### src/rtl/bus_responder_if.sv
// Bus bundle between the control unit, the bus responder and the external memory port.
// The master side is the control unit plus the memory model; the slave side is the responder.
interface bus_responder_if;
  logic [1:0]  bus_opcode_in;
  logic [15:0] bus_addr;
  logic [7:0]  bus_dout;
  logic        stall;
  logic [7:0]  next_opcode;
  logic [7:0]  bus_din;
  logic        bus_err;
  logic        mem_req;
  logic        mem_we;
  logic [15:0] mem_addr;
  logic [7:0]  mem_wdata;
  logic [7:0]  mem_rdata;
  logic        mem_ack;

  modport master (
    output bus_opcode_in, bus_addr, bus_dout, mem_rdata, mem_ack,
    input  stall, next_opcode, bus_din, bus_err,
    input  mem_req, mem_we, mem_addr, mem_wdata
  );

  modport slave (
    input  bus_opcode_in, bus_addr, bus_dout, mem_rdata, mem_ack,
    output stall, next_opcode, bus_din, bus_err,
    output mem_req, mem_we, mem_addr, mem_wdata
  );
endinterface

### src/rtl/bus_responder.sv
// Memory-side responder for CPU bus opcodes: runs one handshaked memory access per
// request, returns the fetched opcode or read byte, and stalls the CPU meanwhile.
module bus_responder #(
  parameter int unsigned TIMEOUT_CYCLES = 15,
  parameter logic [7:0]  RESET_OPCODE   = 8'h00,
  parameter logic [7:0]  ERR_DATA       = 8'hFF
) (
  input  logic            clk,
  input  logic            rst,
  bus_responder_if.slave  bus
);

  localparam logic [1:0] OP_IDLE  = 2'd0;
  localparam logic [1:0] OP_IF    = 2'd1;
  localparam logic [1:0] OP_READ  = 2'd2;
  localparam logic [1:0] OP_WRITE = 2'd3;

  // Timeout fires on the edge closing the TIMEOUT_CYCLES-th unacknowledged REQ cycle.
  localparam logic [7:0] TO_LAST = 8'(TIMEOUT_CYCLES - 1);

  typedef enum logic {IDLE_S, REQ_S} state_t;

  state_t      state_q, state_d;
  logic [1:0]  op_q, op_d;
  logic [7:0]  cnt_q, cnt_d;
  logic        mem_req_q, mem_req_d;
  logic        mem_we_q, mem_we_d;
  logic [15:0] mem_addr_q, mem_addr_d;
  logic [7:0]  mem_wdata_q, mem_wdata_d;
  logic [7:0]  next_opcode_q, next_opcode_d;
  logic [7:0]  bus_din_q, bus_din_d;
  logic        bus_err_q, bus_err_d;

  always_comb begin
    state_d       = state_q;
    op_d          = op_q;
    cnt_d         = cnt_q;
    mem_req_d     = mem_req_q;
    mem_we_d      = mem_we_q;
    mem_addr_d    = mem_addr_q;
    mem_wdata_d   = mem_wdata_q;
    next_opcode_d = next_opcode_q;
    bus_din_d     = bus_din_q;
    bus_err_d     = bus_err_q;

    case (state_q)
      IDLE_S: begin
        if (bus.bus_opcode_in != OP_IDLE) begin
          state_d     = REQ_S;
          op_d        = bus.bus_opcode_in;
          cnt_d       = 8'd0;
          mem_req_d   = 1'b1;
          mem_we_d    = (bus.bus_opcode_in == OP_WRITE);
          mem_addr_d  = bus.bus_addr;
          mem_wdata_d = bus.bus_dout;
        end
      end
      REQ_S: begin
        // An ack in the timeout cycle still counts as a normal completion.
        if (bus.mem_ack) begin
          state_d   = IDLE_S;
          mem_req_d = 1'b0;
          mem_we_d  = 1'b0;
          case (op_q)
            OP_IF:   next_opcode_d = bus.mem_rdata;
            OP_READ: bus_din_d     = bus.mem_rdata;
            default: ;
          endcase
        end else if (cnt_q == TO_LAST) begin
          state_d   = IDLE_S;
          mem_req_d = 1'b0;
          mem_we_d  = 1'b0;
          bus_err_d = 1'b1;
          case (op_q)
            OP_IF:   next_opcode_d = ERR_DATA;
            OP_READ: bus_din_d     = ERR_DATA;
            default: ;
          endcase
        end else begin
          cnt_d = cnt_q + 8'd1;
        end
      end
      default: state_d = IDLE_S;
    endcase
  end

  always_ff @(posedge clk) begin
    if (rst) begin
      state_q       <= IDLE_S;
      op_q          <= OP_IDLE;
      cnt_q         <= 8'd0;
      mem_req_q     <= 1'b0;
      mem_we_q      <= 1'b0;
      mem_addr_q    <= 16'h0000;
      mem_wdata_q   <= 8'h00;
      next_opcode_q <= RESET_OPCODE;
      bus_din_q     <= 8'h00;
      bus_err_q     <= 1'b0;
    end else begin
      state_q       <= state_d;
      op_q          <= op_d;
      cnt_q         <= cnt_d;
      mem_req_q     <= mem_req_d;
      mem_we_q      <= mem_we_d;
      mem_addr_q    <= mem_addr_d;
      mem_wdata_q   <= mem_wdata_d;
      next_opcode_q <= next_opcode_d;
      bus_din_q     <= bus_din_d;
      bus_err_q     <= bus_err_d;
    end
  end

  // Stall covers the accept cycle and every unacknowledged REQ cycle; reset overrides it.
  assign bus.stall = !rst &&
                     (((state_q == IDLE_S) && (bus.bus_opcode_in != OP_IDLE)) ||
                      ((state_q == REQ_S) && !bus.mem_ack));

  assign bus.mem_req     = mem_req_q;
  assign bus.mem_we      = mem_we_q;
  assign bus.mem_addr    = mem_addr_q;
  assign bus.mem_wdata   = mem_wdata_q;
  assign bus.next_opcode = next_opcode_q;
  assign bus.bus_din     = bus_din_q;
  assign bus.bus_err     = bus_err_q;

endmodule

### src/flat_wrapper.sv
// flat-port wrapper written by rule: the top's interface ports become plain ports
module bus_responder_flat 
#(
  parameter int unsigned TIMEOUT_CYCLES = 15,
  parameter logic [7:0]  RESET_OPCODE   = 8'h00,
  parameter logic [7:0]  ERR_DATA       = 8'hFF
)
  (clk, rst, bus_bus_opcode_in, bus_bus_addr, bus_bus_dout, bus_mem_rdata, bus_mem_ack, bus_stall, bus_next_opcode, bus_bus_din, bus_bus_err, bus_mem_req, bus_mem_we, bus_mem_addr, bus_mem_wdata);
  bus_responder_if bus_i ();
  input  logic clk;
  input  logic rst;
  input wire logic [$bits(bus_i.bus_opcode_in)-1:0] bus_bus_opcode_in;
  input wire logic [$bits(bus_i.bus_addr)-1:0] bus_bus_addr;
  input wire logic [$bits(bus_i.bus_dout)-1:0] bus_bus_dout;
  input wire logic [$bits(bus_i.mem_rdata)-1:0] bus_mem_rdata;
  input wire logic [$bits(bus_i.mem_ack)-1:0] bus_mem_ack;
  output wire logic [$bits(bus_i.stall)-1:0] bus_stall;
  output wire logic [$bits(bus_i.next_opcode)-1:0] bus_next_opcode;
  output wire logic [$bits(bus_i.bus_din)-1:0] bus_bus_din;
  output wire logic [$bits(bus_i.bus_err)-1:0] bus_bus_err;
  output wire logic [$bits(bus_i.mem_req)-1:0] bus_mem_req;
  output wire logic [$bits(bus_i.mem_we)-1:0] bus_mem_we;
  output wire logic [$bits(bus_i.mem_addr)-1:0] bus_mem_addr;
  output wire logic [$bits(bus_i.mem_wdata)-1:0] bus_mem_wdata;
  assign bus_i.bus_opcode_in = bus_bus_opcode_in;
  assign bus_i.bus_addr = bus_bus_addr;
  assign bus_i.bus_dout = bus_bus_dout;
  assign bus_i.mem_rdata = bus_mem_rdata;
  assign bus_i.mem_ack = bus_mem_ack;
  assign bus_stall = bus_i.stall;
  assign bus_next_opcode = bus_i.next_opcode;
  assign bus_bus_din = bus_i.bus_din;
  assign bus_bus_err = bus_i.bus_err;
  assign bus_mem_req = bus_i.mem_req;
  assign bus_mem_we = bus_i.mem_we;
  assign bus_mem_addr = bus_i.mem_addr;
  assign bus_mem_wdata = bus_i.mem_wdata;
  bus_responder #(.TIMEOUT_CYCLES(TIMEOUT_CYCLES), .RESET_OPCODE(RESET_OPCODE), .ERR_DATA(ERR_DATA)) u_core (.clk(clk), .rst(rst), .bus(bus_i));
endmodule
### config.mk
export PLATFORM = sky130hd
export DESIGN_NAME = bus_responder_flat
export DESIGN_NICKNAME = d
export VERILOG_FILES = /design/src/rtl/bus_responder_if.sv /design/src/rtl/bus_responder.sv /design/src/flat_wrapper.sv
export SDC_FILE = /design/constraint.sdc
export NUM_CORES = 1
export LEC_CHECK = 0
export ABC_AREA = 1
export BUFFER_PORTS_ARGS = -buffer_cell sky130_fd_sc_hd__buf_4
export CAP_MARGIN = 20
export CORE_ASPECT_RATIO = 1.4
export CORE_MARGIN = 1
export CORE_UTILIZATION = 49
export DETAILED_ROUTE_END_ITERATION = 10
export HOLD_SLACK_MARGIN = 0.03
export PLACE_DENSITY = 0.78
export SLEW_MARGIN = 20
export SYNTH_ARGS = -nofsm -noshare
export SYNTH_HDL_FRONTEND = slang
export SYNTH_SLANG_ARGS = --single-unit
### constraint.sdc
create_clock -name clk -period 1.6 [get_ports clk]
set_input_delay 0.16 -clock clk [delete_from_list [all_inputs] [get_ports clk]]
set_output_delay 0.16 -clock clk [all_outputs]
set_load 0.03 [all_outputs]
Yosys cells after proc, flatten, opt, wreduce, memory -nomap -nowiden --
Cells that the tools add are included.
Word-level totals: flip-flop bits (word level) 54, word-level logic and storage cells 57
Cells by class: add/subtract/negate cells 1, eq/ne operators 8, mux-type cells 22, bitwise logic cells 2, reductions and logical operators 14
Operators with widths (count):
- 8-bit 2-to-1 mux | 11
- 8-bit one-hot mux with 2 select lines | 1
- 3-bit AND reduction | 4
- 8-bit by 1-bit adder with 8-bit output (second input constant) | 1
- 8-bit by 4-bit == test with 1-bit output (second input constant) | 1
- 1-bit 2-to-1 mux | 7
- 1-bit one-hot mux with 2 select lines | 3
- 2-bit == test (second input constant) | 2
- 2-bit inequality test (second input constant) | 2
- 2-bit AND reduction | 2
- 2-bit nonzero test | 2
- 1-bit logical AND | 3
- 3-bit inequality test (second input constant) | 1
- 2-bit by 1-bit == test with 1-bit output (second input constant) | 1
- 1-bit zero test | 2
- 2-bit by 1-bit inequality test with 1-bit output (second input constant) | 1
- 1-bit NOT | 2
- 1-bit logical OR | 1

Depth between registers and ports, before layout --
Gate-level depths: netlist of run 1.
depth after elaboration 4, gate-level depth with buffers 10, gate-level depth less buffers 10

Least setup slack after synthesis of run 1 --
OpenSTA, ideal clock, no wires.
kind reg2out, start point register u_core.state_q, end point output bus_stall, arrival 1347 ps, required time 1440 ps, setup slack 93 ps, stages on the path, launching flop included 7, buffers on the path 1, cell sequence dfxtp_1 > nor2_1 > inv_2 > nand2_2 > buf_2 > nor2_1 > nor2_1
Between the ends: word-level cells in the longest chain between the ends 4
RTL lines:
- start: declaration | RTL line bus_responder.sv:23 | state_t state_q, state_d;
- start signal: assignment | RTL line bus_responder.sv:100 | state_q <= state_d;
- 1-bit NOT (no source line)
- 1-bit logical AND | RTL line bus_responder.sv:115 | (((state_q == IDLE_S) && (bus.bus_opcode_in != OP_IDLE)) ||
- 1-bit logical OR (*) | RTL line bus_responder.sv:115
- 1-bit logical AND (*) | RTL line bus_responder.sv:114 | assign bus.stall = !rst &&
- end: declaration | RTL line flat_wrapper.sv:17 | output wire logic [$bits(bus_i.stall)-1:0] bus_stall;
Mark *: on every way between the ends. The rest lies on a longest branch, timed or not.

Worst setup path in the final report of run 1 --
Same ends and word-level chain as after synthesis.

==> metrics.md, run 1 <==
| Metric | Value |
|---|---|
| Met3 WL post-DR | `377 um` |
| Most frequent cells in the layout | `buf_4 (92), nor2_1 (90), nand2_1 (68), dfxtp_1 (54), inv_1 (44)` |
| Vias per cell | `4.74` |
| Synth Register Bits | `54` |
| Detail Placement HPWL | `4070 um` |
| Initial DRC count | `59` |
| Vias in the first global route | `2223` |
| Hold WC Path Type | `in -> reg` |
| Core Area | `0.00461 mm2` |
| Status | `finished clean` |
| Post-Syn Area | `0.00239 mm2` |
| CP max FO | `8` |
| Cell Rows | `29` |
| Final period utilization | `93.7%` |
| Place WS | `0.114 ns` |
| Placer congestion estimate | `0.882` |
| Tot GR Track Use | `23.2%` |
| Power Density | `958 mW/mm2` |
| Uppermost routed layer | `met4` |
| DIE HEIGHT | `84.6 um` |
| CP Class | `reg -> out` |
| Leakage | `1.59 nW` |
| Mapped Cells | `356` |
| Critical path required time | `1.44 ns` |
| Area growth syn-to-layout | `34.5%` |
| Residual DRC | `0` |
| Die area | `0.00516 mm2` |
| Max rail drop VDD | `0.745 mV` |
| CTS Buffer Depth | `2` |
| Clock insertion delay at the later pin of the skew report | `0.31 ns` |
| Final hold vios | `0` |
| Layout cells sized above 1 | `25.4%` |
| Synth Warn # | `0` |
| Final Skew | `0.00646 ns` |
| Initial antenna violation count | `0` |
| TritonCTS buffer count | `5` |
| Hold Buf Count CTS | `0` |
| CP arrival | `1.34 ns` |
| Tmin final | `1.50 ns` |
| Clock Pin Slew Worst Setup and Hold Paths | `0.10 ns` |
| Seq/Total Area, Yosys | `45.2%` |
| FILL cells | `416` |
| Root Buffer | `clkbuf_8` |
| Via count | `2386` |
| DR WL met2 | `2730 um` |
| Tightest Pin Transition | `0.556 ns` |
| WL/cell | `11.0 um` |
| Max cap viols | `0` |
| Largest net degree at the start of global routing | `42` |
| Pwr Total | `3.08 mW` |
| Final setup viols | `0` |
| Antenna diode count | `0` |
| Avg Inst Size Synth | `6.71 um2` |
| Final net count | `479` |
| Syn Nets | `395` |
| Yosys cell types | `21` |
| Hold_ws | `0.0748 ns` |
| F_max | `667 MHz` |
| Buffers on Ports | `80` |
| Clock sinks | `54` |
| Post-Route WL | `5550 um` |
| CTS H-tree lvls | `2` |
| Met1 WL | `2290 um` |
| First-pass GRT wire length | `9190 um` |
| Final max-slew violation count | `0` |
| Relative slew slack | `62.8%` |
| Initial Util | `51.9%` |
| Post-route ant nets | `0` |
| Pre-antenna DRT Iters | `4` |
| Die Wd | `61.0 um` |
| Setup TNS | `0 ns` |
| Gr ovfl total | `0` |
| Num ports | `81` |
| CP endpoint kind | `output port` |
| Setup crit start kind | `register` |
| Worst setup margin | `0.100 ns` |
| Commonest non-fill, non-tap cell in the layout | `buf_4` |
| CTS tree | `built` |
-- sequential cells by signal (all words and copies together), names as in the netlist --
name and cells:
u_core.bus.mem_addr 16, u_core.state_q 1, u_core.cnt_q 8, u_core.op_q 2, u_core.bus.next_opcode 8, u_core.bus.bus_err 1, u_core.bus.mem_we 1, u_core.bus.bus_din 8
u_core.bus.mem_wdata 8, u_core.bus.mem_req 1
-- what timing repair did --
action	CTS	global route
resized for setup	0	4
setup buffers	0	1
setup endpoints to repair	0	21
-- area by class of cell --
type	instances	area [um2]	share of cell area, %
tap	62	77.6	2.41
timing repair buffer	92	691	21.5
inverter	50	188	5.84
clock buffer	6	72.6	2.26
sequential	54	1080	33.6
clock inverter	2	37.5	1.17
multi-input combinational	237	1070	33.2
-- worst paths after layout --
check | start | to | slack, ns | depth (start not counted)
setup reg to reg | u_core.cnt_q[1] | u_core.bus.bus_din[4] | 0.15 | 7
hold / removal | bus_bus_dout[4] | u_core.bus.mem_wdata[4] | 0.07 | 3
setup / recovery | u_core.state_q | bus_stall | 0.10 | 6
hold reg to reg | u_core.bus.mem_req | u_core.bus.mem_req | 0.48 | 2
-- critical path, cell delays in order (launching register included) --
cell and delay [ns]:
dfxtp_1 0.35, inv_2 0.12, nand2_2 0.11, nand2_4 0.13
nor2_1 0.05, nor2_1 0.09, buf_4 0.17
-- power breakdown --
| part | internal, mW | leakage, nW | switching [mW] |
|---|---|---|---|
| clock network | 0.467 | 0.0514 | 0.436 |
| logic | 0.264 | 1.09 | 0.429 |
| registers | 1.43 | 0.444 | 0.0488 |
-- synth_stat cells --
cell / count / share of area (%)
inv_2: 5 / 0.79
o21a_1: 1 / 0.31
nand3b_1: 1 / 0.31
nand3_1: 12 / 2.5
nand4_1: 17 / 4.5
a21oi_1: 11 / 2.3
buf_4: 1 / 0.31
or2_1: 1 / 0.26
o21ai_1: 24 / 5.0
nand2_1: 70 / 11
buf_2: 6 / 1.3
nand2_2: 2 / 0.52
o21bai_4: 1 / 0.79
clkinv_1: 1 / 0.16
dfxtp_1: 54 / 45
clkbuf_1: 8 / 1.3
inv_1: 44 / 6.9
nor2_1: 91 / 14
nand3_2: 2 / 0.84
nor3_1: 2 / 0.42
ha_1: 2 / 1.0
-- cells by family after synthesis --
family | Yosys count | synth area share (%)
and+or+nand+nor | 198 | 34.6
buffers and inverters | 65 | 10.7
DFF | 54 | 45.2
AOI/OAI and AO/OA | 37 | 8.43
adders and majority gates | 2 | 1.05
-- routing by layer --
layer	global-route usage (%)	up-vias
met1	26.4	1025
met2	38.2	79
met5	0	-
met3	6.93	13
met4	11.0	0
li1	-	1269
-- metrics by stage --
stage | instances | utilization (%) | area [um2]
after global placement | 494 | 66.9 | 3080
after global routing | 503 | 69.7 | 3210
final | 503 | 69.7 | 3210
after CTS | 502 | 69.3 | 3190
after detailed placement | 494 | 66.9 | 3080
after floorplan | 356 | - | 2390
(Power assumes the default switching activity.)
==> inputs of run 2 (changes only) <==
Settings changed: BUFFER_PORTS_ARGS -buffer_cell sky130_fd_sc_hd__buf_4 to -buffer_cell sky130_fd_sc_hd__buf_2.
Clock period 1.6 ns to 1.5 ns, I/O delays scaled along.
==> run 2 against run 1 <==
Net effect: worst hold slack got worse by 0.0075 ns; highest routed layer unchanged; critical path type unchanged; non-clock buffer count increased by 3; cell count increased by 0.80%; via count increased by 1.6%; register-to-register slack got worse by 0.06 ns; global-route usage decreased by 0.73 points; first-iteration DRC count increased by 42%; routed wire length decreased by 0.65%; clock power decreased by 8.0%; setup slack got worse by 0.050 ns.
==> metrics.md, run 2 (synthesis gave the netlist of run 1 again) <==
| Metric | Value |
|---|---|
| Die Wd | `61.0 um` |
| Layout cells sized above 1 | `28.5%` |
| First-pass GRT wire length | `8950 um` |
| Core Area | `0.00461 mm2` |
| Place WS | `0.0171 ns` |
| Vias per cell | `4.78` |
| Core Util, Final | `67.8%` |
| DIE HEIGHT | `84.6 um` |
| Clock sinks | `54` |
| Most frequent cells in the layout | `nor2_1 (88), buf_2 (79), nand2_1 (65), dfxtp_1 (52), inv_1 (43)` |
| Met1 Usage GRT | `25.3%` |
| Detail Placement HPWL | `4000 um` |
| Max rail drop VDD | `0.802 mV` |
| Max cap viols | `0` |
| Leakage | `1.57 nW` |
| Residual DRC | `0` |
| Placed Area | `0.00292 mm2` |
| Cell Rows | `29` |
| Power Density | `993 mW/mm2` |
| Final max-slew violation count | `0` |
| M2 GR Usage | `37.3%` |
| Via count | `2424` |
| Post-Route WL | `5520 um` |
| Tmin final | `1.45 ns` |
| F_max | `690 MHz` |
| Hold_ws | `0.0673 ns` |
| Met3 track demand over resource | `6.78%` |
| TritonCTS buffer count | `5` |
| Relative slew slack | `73.2%` |
| FILL cells | `441` |
| Vias in the first global route | `2165` |
| Hold Buf Count CTS | `0` |
| Final Cell Area | `0.00312 mm2` |
| Clock insertion delay at the later pin of the skew report | `0.31 ns` |
| Worst setup margin | `0.0505 ns` |
| Critical path required time | `1.35 ns` |
| Final hold vios | `0` |
| Largest net degree at the start of global routing | `42` |
| CP endpoint kind | `output port` |
| Antenna diode count | `0` |
| CP max FO | `3` |
| Final net count | `483` |
| GRT busiest layer | `met2` |
| Root Buffer | `clkbuf_8` |
| Tot GR Track Use | `22.4%` |
| CTS Buffer Depth | `2` |
| CTS tree | `built` |
| Final Skew | `0.00433 ns` |
| Initial DRC count | `84` |
| Num ports | `81` |
| Gr ovfl total | `0` |
| Setup crit start kind | `register` |
| Initial Util | `51.9%` |
| Status | `finished clean` |
| Final period utilization | `96.6%` |
| CP arrival | `1.30 ns` |
| Tightest Pin Transition | `0.400 ns` |
| Buffers on Ports | `80` |
| Commonest non-fill, non-tap cell in the layout | `nor2_1` |
| Clock Pin Slew Worst Setup and Hold Paths | `0.10 ns` |
| Largest register FFs | `16` |
| Initial antenna violation count | `0` |
| WL/cell | `10.9 um` |
| Post-route ant nets | `0` |
| CP Class | `reg -> out` |
| Final setup viols | `0` |
| Hold WC Path Type | `in -> reg` |
| CTS H-tree lvls | `2` |
| Placer congestion estimate | `0.831` |
| Pre-antenna DRT Iters | `4` |
| Die area | `0.00516 mm2` |
| Area growth syn-to-layout | `30.7%` |
[run 2: what timing repair did]
item,in CTS,in global routing
setup endpoints to repair,1,25
cloned,0,2
pin swaps,0,7
gates resized for setup,0,23
setup buffers,0,2
[run 2: through the flow]
step / std cells / power (mW) / TNS, ns
finish: 507 / 3.10 / 0
global route: 507 / 3.26 / -0.0662
CTS: 503 / 3.09 / -0.00480
detailed placement: 495 / 2.28 / 0
global placement: 495 / 2.26 / 0
floorplan: 356 / 2.06 / 0
[run 2: final cells by class]
cell class	instances	area [um2]	area share, %
inverters	50	188	6.01
repair buffers	95	552	17.7
multi-input cells	238	1130	36.2
clock buffers	5	68.8	2.20
flip-flops and latches	54	1080	34.7
well taps	62	77.6	2.48
clock inverters	3	25.0	0.801
[run 2: final timing paths]
check / start / endpoint / slack, ns / cells after the start
worst max-delay path: u_core.state_q / bus_stall / 0.05 / 6
worst max register to register: u_core.cnt_q[4] / u_core.bus.bus_din[0] / 0.09 / 7
worst min-delay path: bus_bus_addr[11] / u_core.bus.mem_addr[11] / 0.07 / 3
worst min register to register: u_core.bus.mem_req / u_core.bus.mem_req / 0.47 / 2
[run 2: layer usage]
metal / wire (um) / share of wire (%) / up-vias
li1: - / - / 1279
met1: 2260 / 41 / 1048
met2: 2770 / 50 / 84
met3: 354 / 6.4 / 13
met4: 127 / 2.3 / 0
met5: 0 / 0 / -
[run 2: critical path: stages (launching register included)]
cell     delay [ns]
dfxtp_2        0.35
nor2_1         0.16
inv_2          0.07
nand2_2        0.09
nor2_1         0.05
nor2_1         0.10
buf_4          0.18
[run 2: report_power, final]
part,switching (mW),internal (mW),leakage [nW]
sequential,0.0478,1.53,0.444
clock,0.494,0.338,0.0447
combinational,0.464,0.230,1.08
total,1.01,2.10,1.57
